File: src/rtl/neuron_pkg.sv
// Shared types and sizing helpers for the neuron datapath stages.
package neuron_pkg;

  typedef enum logic [1:0] {
    ACCUM,
    ACT,
    OUT
  } state_e;

  localparam int unsigned SUM_WIDTH_DEF = 16;
  localparam int unsigned OUT_WIDTH_DEF = 8;

  // Smallest signed accumulator that holds a bias plus chunk_count full-scale sums.
  function automatic int unsigned min_acc_width(input int unsigned sum_w,
                                                input int unsigned chunk_count);
    return sum_w + $clog2(chunk_count) + 2;
  endfunction

endpackage

File: src/rtl/relu_saturate.sv
// ReLU with unsigned saturation from a signed accumulator to OUT_WIDTH bits.
module relu_saturate #(
  parameter int unsigned ACC_WIDTH = 24,
  parameter int unsigned OUT_WIDTH = 8
) (
  input  logic signed [ACC_WIDTH-1:0] acc,
  output logic        [OUT_WIDTH-1:0] act,
  output logic                        sat
);

  localparam logic signed [ACC_WIDTH-1:0] MAX_ACT =
    {{(ACC_WIDTH-OUT_WIDTH){1'b0}}, {OUT_WIDTH{1'b1}}};

  if (ACC_WIDTH <= OUT_WIDTH) begin : g_width_chk
    $error("relu_saturate: ACC_WIDTH must exceed OUT_WIDTH");
  end

  always_comb begin
    act = acc[OUT_WIDTH-1:0];
    sat = 1'b0;
    if (acc < 0) begin
      act = '0;
    end else if (acc > MAX_ACT) begin
      act = '1;
      sat = 1'b1;
    end
  end

endmodule

File: src/rtl/neuron_accumulate_activate.sv
// Accumulates partial weighted sums plus bias, then emits a ReLU/saturated activation.
module neuron_accumulate_activate
  import neuron_pkg::*;
#(
  parameter int unsigned SUM_WIDTH   = SUM_WIDTH_DEF,
  parameter int unsigned OUT_WIDTH   = OUT_WIDTH_DEF,
  parameter int unsigned CHUNK_COUNT = 4,
  parameter int unsigned ACC_WIDTH   = 24
) (
  input  logic                 clk,
  input  logic                 rst,
  input  logic                 in_valid,
  output logic                 in_ready,
  input  logic [SUM_WIDTH-1:0] in_sum,
  input  logic                 in_last,
  input  logic [ACC_WIDTH-1:0] bias,
  output logic                 out_valid,
  input  logic                 out_ready,
  output logic [OUT_WIDTH-1:0] out_act,
  output logic                 out_sat,
  output logic                 out_err
);

  localparam int unsigned CNT_W = $clog2(CHUNK_COUNT + 1);

  if (CHUNK_COUNT < 1) begin : g_chunk_chk
    $error("neuron_accumulate_activate: CHUNK_COUNT must be at least 1");
  end
  if (ACC_WIDTH < min_acc_width(SUM_WIDTH, CHUNK_COUNT)) begin : g_acc_width_chk
    $error("neuron_accumulate_activate: ACC_WIDTH too small for SUM_WIDTH/CHUNK_COUNT");
  end

  state_e                      state_q, state_d;
  logic signed [ACC_WIDTH-1:0] acc_q, acc_d;
  logic        [CNT_W-1:0]     cnt_q, cnt_d;
  logic                        pend_q, pend_d;
  logic                        valid_q, valid_d;
  logic        [OUT_WIDTH-1:0] act_q, act_d;
  logic                        sat_q, sat_d;
  logic                        err_q, err_d;

  logic signed [ACC_WIDTH-1:0] acc_base;
  logic signed [ACC_WIDTH-1:0] sum_ext;
  logic                        last_chunk;
  logic        [OUT_WIDTH-1:0] relu_act;
  logic                        relu_sat;

  relu_saturate #(
    .ACC_WIDTH(ACC_WIDTH),
    .OUT_WIDTH(OUT_WIDTH)
  ) u_relu (
    .acc(acc_q),
    .act(relu_act),
    .sat(relu_sat)
  );

  assign in_ready   = (state_q == ACCUM) && !rst;
  assign out_valid  = valid_q;
  assign out_act    = act_q;
  assign out_sat    = sat_q;
  assign out_err    = err_q;

  // The first beat of a neuron starts from the bias rather than the stale sum.
  assign acc_base   = (cnt_q == '0) ? $signed(bias) : acc_q;
  assign sum_ext    = {{(ACC_WIDTH-SUM_WIDTH){1'b0}}, in_sum};
  assign last_chunk = (cnt_q == CNT_W'(CHUNK_COUNT - 1));

  always_comb begin
    state_d = state_q;
    acc_d   = acc_q;
    cnt_d   = cnt_q;
    pend_d  = pend_q;
    valid_d = valid_q;
    act_d   = act_q;
    sat_d   = sat_q;
    err_d   = err_q;
    unique case (state_q)
      ACCUM: begin
        if (in_valid && in_ready) begin
          acc_d = acc_base + sum_ext;
          cnt_d = cnt_q + CNT_W'(1);
          if (in_last || last_chunk) begin
            pend_d  = !in_last;
            state_d = ACT;
          end
        end
      end
      ACT: begin
        act_d   = relu_act;
        sat_d   = relu_sat;
        err_d   = pend_q;
        valid_d = 1'b1;
        cnt_d   = '0;
        state_d = OUT;
      end
      OUT: begin
        if (out_ready) begin
          valid_d = 1'b0;
          state_d = ACCUM;
        end
      end
      default: state_d = ACCUM;
    endcase
  end

  always_ff @(posedge clk) begin
    if (rst) begin
      state_q <= ACCUM;
      acc_q   <= '0;
      cnt_q   <= '0;
      pend_q  <= 1'b0;
      valid_q <= 1'b0;
      act_q   <= '0;
      sat_q   <= 1'b0;
      err_q   <= 1'b0;
    end else begin
      state_q <= state_d;
      acc_q   <= acc_d;
      cnt_q   <= cnt_d;
      pend_q  <= pend_d;
      valid_q <= valid_d;
      act_q   <= act_d;
      sat_q   <= sat_d;
      err_q   <= err_d;
    end
  end

endmodule

File: config.mk
export PLATFORM = sky130hd
export DESIGN_NAME = neuron_accumulate_activate
export DESIGN_NICKNAME = d
export VERILOG_FILES = /design/src/rtl/neuron_pkg.sv /design/src/rtl/relu_saturate.sv /design/src/rtl/neuron_accumulate_activate.sv
export SDC_FILE = /design/constraint.sdc
export NUM_CORES = 1
export LEC_CHECK = 0
export CAP_MARGIN = 30
export CORE_UTILIZATION = 49
export DETAILED_ROUTE_END_ITERATION = 10
export PLACE_DENSITY = 0.76
export SLEW_MARGIN = 25
export SYNTH_ARGS = -nofsm -noshare
export SYNTH_HDL_FRONTEND = slang
export SYNTH_SLANG_ARGS = --single-unit
File: constraint.sdc
create_clock -name clk -period 9.4 [get_ports clk]
set_input_delay 2.35 -clock clk [delete_from_list [all_inputs] [get_ports clk]]
set_output_delay 2.35 -clock clk [all_outputs]
set_load 0.02 [all_outputs]
After elaboration in Yosys (flattened, before gate mapping). Index checks and enable logic that the tools add are counted.

Register bits: 41. Input bits: 45. Logic and storage cells: 45.

$add $sub $neg: 2. Magnitude comparators: 2. Eq/ne operators: 6. Mux-type cells: 13. Reductions and logical operators: 14.

Operators by type and width (count): 24-bit by 17-bit adder with 24-bit output (1); 24-bit by 9-bit greater-than comparator with 1-bit output, second input constant (1); 24-bit by 1-bit < comparator with 1-bit output, second input constant (1); 24-bit two-way mux (1); 8-bit two-way mux (2); 2-bit two-way mux (3); 2-bit case mux with 3 select lines (1); 3-bit case mux with 2 select lines (1); 2-bit AND reduction (3); 3-bit AND reduction (2); 2-bit by 1-bit != test with 1-bit output, second input constant (2); 2-bit nonzero test (2); 3-bit by 1-bit adder with 3-bit output, second input constant (1); 3-bit by 2-bit == test with 1-bit output, second input constant (1); 3-bit logical NOT (1); 1-bit two-way mux (3); 3-bit two-way mux (1); 2-bit by 1-bit == test with 1-bit output, second input constant (1); 2-bit == test, second input constant (1); 1-bit logical AND (2); 1-bit logical NOT (2); 2-bit logical NOT (1); 2-bit != test, second input constant (1); 1-bit case mux with 2 select lines (1); 1-bit logical OR (1).

Depth between registers and ports, before layout. Gate-level depths: netlist of the first run.

Depth in word-level cells: 5. Depth in mapped cells: 18. Mapped depth without buffers: 15.

Hierarchy. Synthesis of the first run repeated with hierarchy kept, for this count alone.

Cell total of the unflattened synthesis: 409. Area total of the unflattened synthesis: 2962.8 um^2.

By module, submodules not included: neuron_accumulate_activate (times used 1, cells an instance 385, area an instance 2841.5 um^2); relu_saturate (times used 1, cells an instance 24, area an instance 121.4 um^2).

Least setup slack after synthesis of the first run. OpenSTA, ideal clock, no wires.

Path type: in2out. Start point: input port rst. End point: output port in_ready. Arrival time: 3.024 ns. Path slack: 4.026 ns. Cell stages on the path: 2. Path buffers: 1. Path through: clkbuf_1 nor3_1.

Word-level cells in the longest chain between the ends: 2.

Ends and longest elaborated chain: start, declared (RTL line neuron_accumulate_activate.sv:11) `input logic rst,`; 1-bit logical NOT (RTL line neuron_accumulate_activate.sv:57) `assign in_ready = (state_q == ACCUM) && !rst;`; 1-bit logical AND (RTL line neuron_accumulate_activate.sv:57); end, declared (RTL line neuron_accumulate_activate.sv:13) `output logic in_ready,`.

Every way passes these cells.

Worst setup path in the final report of the first run. Same ends and word-level chain as after synthesis.

==> results of run 1 <==
-- cell usage in the layout (no fill, tap or decap), types with 4 or more instances in the layout --
| master | count |
|---|---|
| dfxtp_1 | 41 |
| o31ai_1 | 4 |
| or3_1 | 5 |
| nand3b_1 | 5 |
| a211oi_1 | 4 |
| o21ai_0 | 6 |
| nor2_1 | 42 |
| xor2_1 | 8 |
| clkdlybuf4s50_1 | 56 |
| o211ai_1 | 5 |
| o21ai_1 | 11 |
| nand2_1 | 83 |
| nand2b_1 | 9 |
| ha_1 | 20 |
| clkbuf_8 | 6 |
| inv_1 | 10 |
| xnor2_1 | 5 |
| mux2i_1 | 7 |
| a21o_1 | 5 |
| a21oi_1 | 36 |
| a31oi_1 | 6 |
| nor3_1 | 16 |
| nand3_1 | 16 |
-- worst reg2reg max path: stages (launching register included) --
cell	delay, ns
dfxtp_1	0.36
inv_1	0.07
ha_1	0.22
nand2b_1	0.48
buf_8	0.23
nand2_1	0.06
nand2_1	0.06
ha_1	0.21
inv_1	0.07
fa_1	0.37
nand2b_1	0.23
a2111oi_4	0.43
o21ai_2	0.17
a211oi_2	0.34
nor2_1	0.14
xnor2_1	0.14
a221o_1	0.31
-- cell type report --
class | instances | area [sq um] | share of cell area
multi-input combinational | 338 | 2030 | 0.550
tap | 72 | 90.1 | 0.0244
inverter | 10 | 37.5 | 0.0102
clock buffer | 6 | 82.6 | 0.0224
timing repair buffer | 61 | 613 | 0.166
clock inverter | 2 | 13.8 | 0.00373
sequential | 41 | 821 | 0.223
-- layer usage --
layer / GRT usage / vias up / routed length (microns) / share of wire
li1: - / 1536 / - / -
met1: 0.351 / 1413 / 3470 / 0.45
met2: 0.432 / 126 / 3620 / 0.46
met3: 0.0274 / 12 / 553 / 0.071
met4: 0.0982 / 0 / 139 / 0.018
met5: 0 / - / 0 / 0
-- power by group through the flow --
| stage | Clock (mW) | Combinational, mW | Sequential (mW) |
|---|---|---|---|
| after floorplan | 0 | 0.125 | 0.205 |
| after global placement | 0 | 0.176 | 0.207 |
| after detailed placement | 0 | 0.181 | 0.208 |
| after CTS | 0.126 | 0.183 | 0.203 |
| after global routing | 0.134 | 0.204 | 0.206 |
| final | 0.124 | 0.184 | 0.204 |
-- sequential cells by signal, indices dropped and copies added, names as in the netlist --
name	count
pend_q	1
state_q	2
out_act	8
out_valid	1
out_err	1
cnt_q	3
acc_q	24
out_sat	1
-- worst min-delay path by stage --
stage          startpoint         to  cells after the start
2_1_floorplan    acc_q[9]   acc_q[9]                      2
3_3_place_gp     acc_q[5]   acc_q[5]                      2
3_5_place_dp     acc_q[5]   acc_q[5]                      2
4_1_cts          acc_q[5]   acc_q[5]                      2
5_1_grt          acc_q[5]   acc_q[5]                      2
6_report        acc_q[11]  acc_q[11]                      2
-- per-stage QoR --
step | hold slack (ns) | util
3_3_place_gp | 0.455 | 0.627
5_1_grt | 0.491 | 0.649
6_report | 0.477 | 0.649
2_1_floorplan | 0.445 | -
4_1_cts | 0.477 | 0.649
3_5_place_dp | 0.464 | 0.632
-- kinds of logic after synthesis --
family                     Yosys count  synth area share
buffers and inverters               29            0.0385
xor gates and xnor gates            13            0.0385
DFF                                 41             0.277
adders and majority gates           21            0.0913
muxes                                7            0.0237
and+or+nand+nor                    192             0.294
AOI/OAI and AO/OA                  105             0.237
==> impl_metrics.yaml, run 1 <==
global_route:
  antenna_found_initial: 0
  grt_start_max_net_pins: 35
  grt_overflow: 0
  track_usage: 0.262
  grt_pass1_vias: 2901
  grt_pass1_wl_microns: 13100
timing:
  period_share: 0.667
  report.final.slew_viol_count: 0
  worstMarginPinSlew_ns: 0.845
  setup_ws_ns: 3.13
  tns_ns: 0
  hold_viol: 0
  setup_viol: 0
  slew_headroom: 0.437
  finClkSkew_ns: 0.00678
  period_needed_ns: 6.27
  fmax_mhz: 159
  rsz0062_at_grt: "false"
route:
  wl_per_cell_microns: 14.7
  dr.pass1.iters: 5
  vias: 3087
  ant_nets: 0
  avgViaCountPerCell: 5.82
  finalWirelength_microns: 7780
  drc: 0
  drtIter0Drc: 216
worst_setup_path:
  r2r_end: "acc_q[18]"
  critPathArrivalTime_ns: 3.92
  cp-end-kind: "output pin"
  r2r-start: "cnt_q[0]"
  start_kind: "primary input"
  crit_path_start: "rst"
  rrSetupSlack_ns: 5.41
  worstPathMaxFanout: 34
  crit_path_cell_trace: "clkdlybuf4s50_1 -> buf_4 -> nor3_1 -> clkdlybuf4s50_1"
  crit_cells: 4
  r2r_cells: 16
  cp_common_cell: "clkdlybuf4s50_1"
  crit_buf_inv: 3
  slowest_stage: "clkdlybuf4s50_1"
  cp-endpoint: "in_ready"
  max_stage_delay_ns: 0.66
  path_delay_family: "buffers and inverters"
  critical_path_class: "primary input to output pin"
  crit_required_ns: 7.05
synth:
  synth_top_area_cell: "dfxtp_1"
  syn_area_per_cell_sq_um: 7.26
  synth_area_leaders: "dfxtp_1, nand2_1, ha_1"
  yosysSeqAreaShare: 0.277
  synth_cells: 408
  synth_edf_count: 0
  syn_nets: 474
  netlist_top_cells_count: "nand2_1, nor2_1, dfxtp_1"
  yosysWarnings: 0
  synth_area_sq_um: 2960
  yosysMostFrequentCell: "nand2_1"
  synth_top_cell_area_share: 0.277
  synth-seq-cells: 41
  async_reset_ff_frac: 0
  ys.flop_type: "dfxtp_1"
  synth.distinct_cells: 52
layout:
  finalNetCount: 523
  final_cell_area_sq_um: 3690
  syn_to_final_growth_pct: 24.5
  drive_gt1_frac: 0.0590
  fillerInstances: 504
  stdcell_count: 530
  diodes: 0
min_path:
  hold_path_class: "register to register"
pwr:
  vdd_drop_max_mv: 0.0865
  clkPwrFrac: 0.242
  power_mw: 0.512
  p_int_mw: 0.330
  switchingPower_mw: 0.182
  pwr-share-seq: 0.398
  switching_share: 0.356
  p_leak_nw: 1.52
  powerDensity_nw_per_um2: 139
  combPwrFrac: 0.360
run_status:
  status: "finished, final reports clean"
clock_network:
  clock_latency_ns: 0.30
  cts_setup_buffers: 0
  cts_resized: 0
  cts_root_buffer: "clkbuf_8"
  hold_buffers: 0
  clockBufferDepth: 2
  cts.clk_slew.worst_paths_ns: 0.08
  cts_made_buffers: 5
  cts_tree: "yes"
  h-tree-depth: 2
  cts.sinks: 41
placement:
  dpl.hpwl_microns: 5630
  place_ws_ns: 3.13
  gp_congestion: 0.903
  place_area_sq_um: 3590
  dpl.cell_count: 522
  port_buffers: 56
floorplan:
  core_sq_um: 5680
  die_h_microns: 79.7
  die_w_microns: 79.7
  start_util: 0.522
  std_cell_rows: 27
  die-area_sq_um: 6360
  ios: 57
flow_run:
  max-cap-violations: 0
Power figures use the tool's default switching activity.
==> inputs of run 2 (changes only) <==
--- a/config.mk
+++ b/config.mk
@@ -6,9 +6,9 @@
 export NUM_CORES = 1
 export LEC_CHECK = 0
 export CAP_MARGIN = 30
-export CORE_UTILIZATION = 49
+export CORE_UTILIZATION = 48
 export DETAILED_ROUTE_END_ITERATION = 10
-export PLACE_DENSITY = 0.76
+export PLACE_DENSITY = 0.78
 export SLEW_MARGIN = 25
 export SYNTH_ARGS = -nofsm -noshare
 export SYNTH_HDL_FRONTEND = slang
==> constraint.sdc (replaced) <==
create_clock -name clk -period 5.6 [get_ports clk]
set_input_delay 1.4 -clock clk [delete_from_list [all_inputs] [get_ports clk]]
set_output_delay 1.4 -clock clk [all_outputs]
set_load 0.02 [all_outputs]
==> run 2 against run 1 <==
Worst hold slack improved by 0.00081 ns. Sequential share of layout area rose by 0.14 points. Via count fell by 0.71%. Sequential cell count did not move. Non-clock buffer count fell by 1. First-iteration DRC count fell by 14%. Combinational power rose by 67%. Clock skew rose by 0.0021 ns. Clock power rose by 65%. Power rose by 67%.
==> impl_metrics.yaml, run 2 (synthesis results as in run 1) <==
run_status:
  status: "finished, final reports clean"
route:
  avgViaCountPerCell: 5.77
  drtIter0Drc: 185
  finalWirelength_microns: 7690
  wl_per_cell_microns: 14.5
  dr.pass1.iters: 4
  vias: 3065
  ant_nets: 0
  drc: 0
worst_setup_path:
  critical_path_class: "primary input to output pin"
  worstPathMaxFanout: 3
  crit_required_ns: 4.20
  cp-end-kind: "output pin"
  critPathArrivalTime_ns: 2.77
  start_kind: "primary input"
clock_network:
  cts_tree: "yes"
  cts_made_buffers: 5
  cts_setup_buffers: 0
  cts_resized: 0
  cts.clk_slew.worst_paths_ns: 0.08
  clockBufferDepth: 2
  h-tree-depth: 2
  cts.sinks: 41
  clock_latency_ns: 0.30
  hold_buffers: 0
  cts_root_buffer: "clkbuf_8"
timing:
  holdWs_ns: 0.478
  tns_ns: 0
  hold_viol: 0
  finClkSkew_ns: 0.00893
  report.final.slew_viol_count: 0
  fmax_mhz: 240
  slew_headroom: 0.450
  worstMarginPinSlew_ns: 0.825
  period_needed_ns: 4.17
  period_share: 0.744
  rsz0062_at_grt: "false"
  setup_viol: 0
layout:
  largest_register_ffs: 24
  max_flop_register: "acc_q"
  syn_to_final_growth_pct: 23.8
  final_cell_area_sq_um: 3660
  mostFrequentLayoutCells: "nand2_1, clkdlybuf4s50_1, nor2_1"
  finalNetCount: 522
  diodes: 0
  final_common_cell: "nand2_1"
  final_util: 0.619
  drive_gt1_frac: 0.0570
floorplan:
  die_h_microns: 80.5
  die_w_microns: 80.5
  std_cell_rows: 28
  die-area_sq_um: 6490
  start_util: 0.500
  ios: 57
  core_sq_um: 5920
placement:
  dpl.hpwl_microns: 5630
  place_area_sq_um: 3570
  port_buffers: 56
  gp_congestion: 0.886
global_route:
  track_usage: 0.249
  grt_pass1_vias: 2889
  antenna_found_initial: 0
  grt_overflow: 0
  grt_pass1_wl_microns: 12700
  grt_start_max_net_pins: 35
pwr:
  clkPwrFrac: 0.239
  vdd_drop_max_mv: 0.150
  powerDensity_nw_per_um2: 233
  switchingPower_mw: 0.304
  p_leak_nw: 1.51
  pwr-share-seq: 0.401
  combPwrFrac: 0.360
  p_int_mw: 0.550
  switching_share: 0.356
flow_run:
  max-cap-violations: 0
min_path:
  hold_path_class: "register to register"
==> run 2: cell types whose count changed in the layout (fill, tap and decap cells not counted) <==
cell        before  now
buf_8            2    0
buf_4            3    4
clkinv_2         1    0
clkinv_4         1    0
clkinvlp_4       0    1
nand2_1         83   82
nand2_2          0    1
==> run 2: layout make-up <==
class	instances	area, sq um
fillers	545	2260
multi-input cells	338	2030
flip-flops and latches	41	821
repair buffers	60	591
well taps	75	93.8
clock buffers	6	82.6
inverters	10	37.5
clock inverters	1	7.51
==> run 2: final timing paths <==
check                               start   endpoint  slack, ns  cells past startpoint
worst min register to register  acc_q[11]  acc_q[11]       0.48                      2
worst min-delay path            acc_q[11]  acc_q[11]       0.48                      2
worst max-delay path                  rst   in_ready       1.43                      3
worst max register to register   cnt_q[0]  acc_q[18]       2.24                     15
==> run 2: through the flow <==
stage | worst slack [ns] | power, mW | std cells
2_1_floorplan | 1.84 | 0.555 | 408
3_3_place_gp | 1.34 | 0.645 | 524
3_5_place_dp | 1.27 | 0.651 | 524
4_1_cts | 1.41 | 0.854 | 531
5_1_grt | 1.34 | 0.905 | 531
6_report | 1.43 | 0.853 | 531
==> run 2: worst max-delay path, stage by stage <==
cell             delay, ns
clkdlybuf4s50_1       0.42
nor3_1                0.28
clkdlybuf4s50_1       0.67
==> run 2: power by group through the flow <==
stage | Combinational (mW) | Sequential (mW) | Clock (mW)
after floorplan | 0.210 | 0.345 | 0
final | 0.307 | 0.342 | 0.204
after CTS | 0.305 | 0.341 | 0.208
after global routing | 0.341 | 0.346 | 0.219
after detailed placement | 0.302 | 0.348 | 0
after global placement | 0.298 | 0.348 | 0
==> run 2: routing by layer <==
metal  GRT usage  share of wire
met1       0.323           0.46
met2       0.411           0.46
met3      0.0409          0.059
met4      0.0893          0.020
met5           0              0
==> inputs of run 3 (changes only) <==
==> constraint.sdc (replaced) <==
create_clock -name clk -period 3.6 [get_ports clk]
set_input_delay 0.9 -clock clk [delete_from_list [all_inputs] [get_ports clk]]
set_output_delay 0.9 -clock clk [all_outputs]
set_load 0.02 [all_outputs]
==> run 3 against run 2 <==
Clock-buffer cell count stayed put. Die area did not move. Sequential cell count did not move. Design area grew 2.2%. Critical path depth increased by 10. Critical path type is now primary input to register. Highest routed layer unchanged.
==> impl_metrics.yaml, run 3 (synthesis results as in run 1) <==
clock_network:
  cts_setup_buffers: 0
  cts_root_buffer: "clkbuf_8"
  clockBufferDepth: 2
  hold_buffers: 0
  h-tree-depth: 2
  cts.sinks: 41
  cts_made_buffers: 5
  clock_latency_ns: 0.30
  cts_resized: 0
  cts_tree: "yes"
  cts.clk_slew.worst_paths_ns: 0.09
floorplan:
  die_w_microns: 80.5
  std_cell_rows: 28
  core_sq_um: 5920
  ios: 57
  start_util: 0.500
  die-area_sq_um: 6490
  die_h_microns: 80.5
pwr:
  vdd_drop_max_mv: 0.228
  p_leak_nw: 1.56
  power_mw: 1.42
  powerDensity_nw_per_um2: 379
timing:
  fmax_mhz: 298
  slew_headroom: 0.467
  report.final.slew_viol_count: 0
  hold_viol: 0
  period_share: 0.933
  finClkSkew_ns: 0.0102
  worstMarginPinSlew_ns: 0.800
  rsz0062_at_grt: "false"
  period_needed_ns: 3.36
  setup_viol: 0
route:
  vias: 3138
  drc: 0
  drtIter0Drc: 219
  avgViaCountPerCell: 5.82
  wl_per_cell_microns: 14.9
  ant_nets: 0
  dr.pass1.iters: 5
  finalWirelength_microns: 8020
layout:
  stdcell_count: 539
  final_util: 0.632
  syn_to_final_growth_pct: 26.5
  diodes: 0
  mostFrequentLayoutCells: "nand2_1, clkdlybuf4s50_1, nor2_1"
  final_common_cell: "nand2_1"
  finalNetCount: 529
  largest_register_ffs: 24
  max_flop_register: "acc_q"
  drive_gt1_frac: 0.0711
worst_setup_path:
  crit_buf_inv: 2
  max_stage_delay_ns: 0.46
  cp-end-kind: "register"
  critical_path_class: "primary input to register"
  start_kind: "primary input"
  cp_common_cell: "nand2_1"
  critPathArrivalTime_ns: 3.55
  crit_cells: 13
  worstPathMaxFanout: 3
  rrSetupSlack_ns: 0.38
  cp-endpoint: "acc_q[18]"
  r2r_cells: 15
  r2r-start: "cnt_q[0]"
  r2r_end: "acc_q[18]"
  path_delay_family: "compound AO/OA/AOI/OAI gates"
  crit_path_start: "bias[0]"
  crit_required_ns: 3.79
  slowest_stage: "clkdlybuf4s50_1"
  crit_path_cell_trace: "clkdlybuf4s50_1 -> nand2_1 -> nand2_1 -> ha_1 -> inv_1 -> fa_1 -> nand2b_1 -> a2111oi_4 -> o21ai_2 -> a211oi_2 -> nor2_1 -> xnor2_1 -> a221o_1"
global_route:
  antenna_found_initial: 0
  track_usage: 0.257
  grt_pass1_wl_microns: 13000
  grt_start_max_net_pins: 34
  grt_overflow: 0
  grt_pass1_vias: 2891
flow_run:
  max-cap-violations: 0
run_status:
  status: "finished, final reports clean"
placement:
  dpl.hpwl_microns: 5970
  port_buffers: 56
  gp_congestion: 0.917
  dpl.cell_count: 531
min_path:
  hold_path_class: "register to register"
[run 3: cell types whose count changed in the layout (fill, tap and decap cells not counted)]
cell       change
buf_4          +7
nand2_1        +1
bufinv_16      +1
nand2_2        -1
[run 3: where the power goes]
group          switching [mW]  internal (mW)
Sequential             0.0421          0.493
Clock                   0.173          0.226
Combinational           0.270          0.217
[run 3: through the flow]
step / hold WS (ns) / setup TNS [ns] / setup slack (ns) / area (sq um)
2_1_floorplan: 0.445 / 0 / 0.0193 / 2970
3_3_place_gp: 0.457 / -0.0391 / -0.0391 / 3620
3_5_place_dp: 0.468 / -0.0533 / -0.0533 / 3620
4_1_cts: 0.480 / 0 / 0.245 / 3740
5_1_grt: 0.510 / 0 / 0.0933 / 3740
6_report: 0.478 / 0 / 0.241 / 3740
[run 3: routing by layer]
layer,global-route usage,share of wire,up-vias
met5,0,0,-
met1,0.325,0.45,1472
met3,0.0318,0.059,11
met2,0.445,0.48,106
li1,-,-,1549
met4,0.0857,0.012,0
[run 3: area by class of cell]
| class | instances | area, sq um |
|---|---|---|
| clock inverter | 2 | 37.5 |
| fill | 512 | 2180 |
| multi-input combinational | 338 | 2030 |
| clock buffer | 6 | 82.6 |
| tap | 75 | 93.8 |
| sequential | 41 | 821 |
| timing repair buffer | 67 | 643 |
| inverter | 10 | 37.5 |
[run 3: worst min-delay path by stage]
stage                   from        to  slack [ns]  cells after the start
global placement    acc_q[0]  acc_q[0]        0.46                      2
CTS                 acc_q[5]  acc_q[5]        0.48                      2
floorplan           acc_q[9]  acc_q[9]        0.44                      2
detailed placement  acc_q[5]  acc_q[5]        0.47                      2
finish              acc_q[5]  acc_q[5]        0.48                      2
global route        acc_q[2]  acc_q[2]        0.51                      2
[run 3: tightest hold or removal path: cells and delay by family, from the launching register on]
| kind | cells | cell delay, ns |
|---|---|---|
| flops | 1 | 0.33 |
| compound gates | 1 | 0.05 |
| simple gates | 1 | 0.06 |
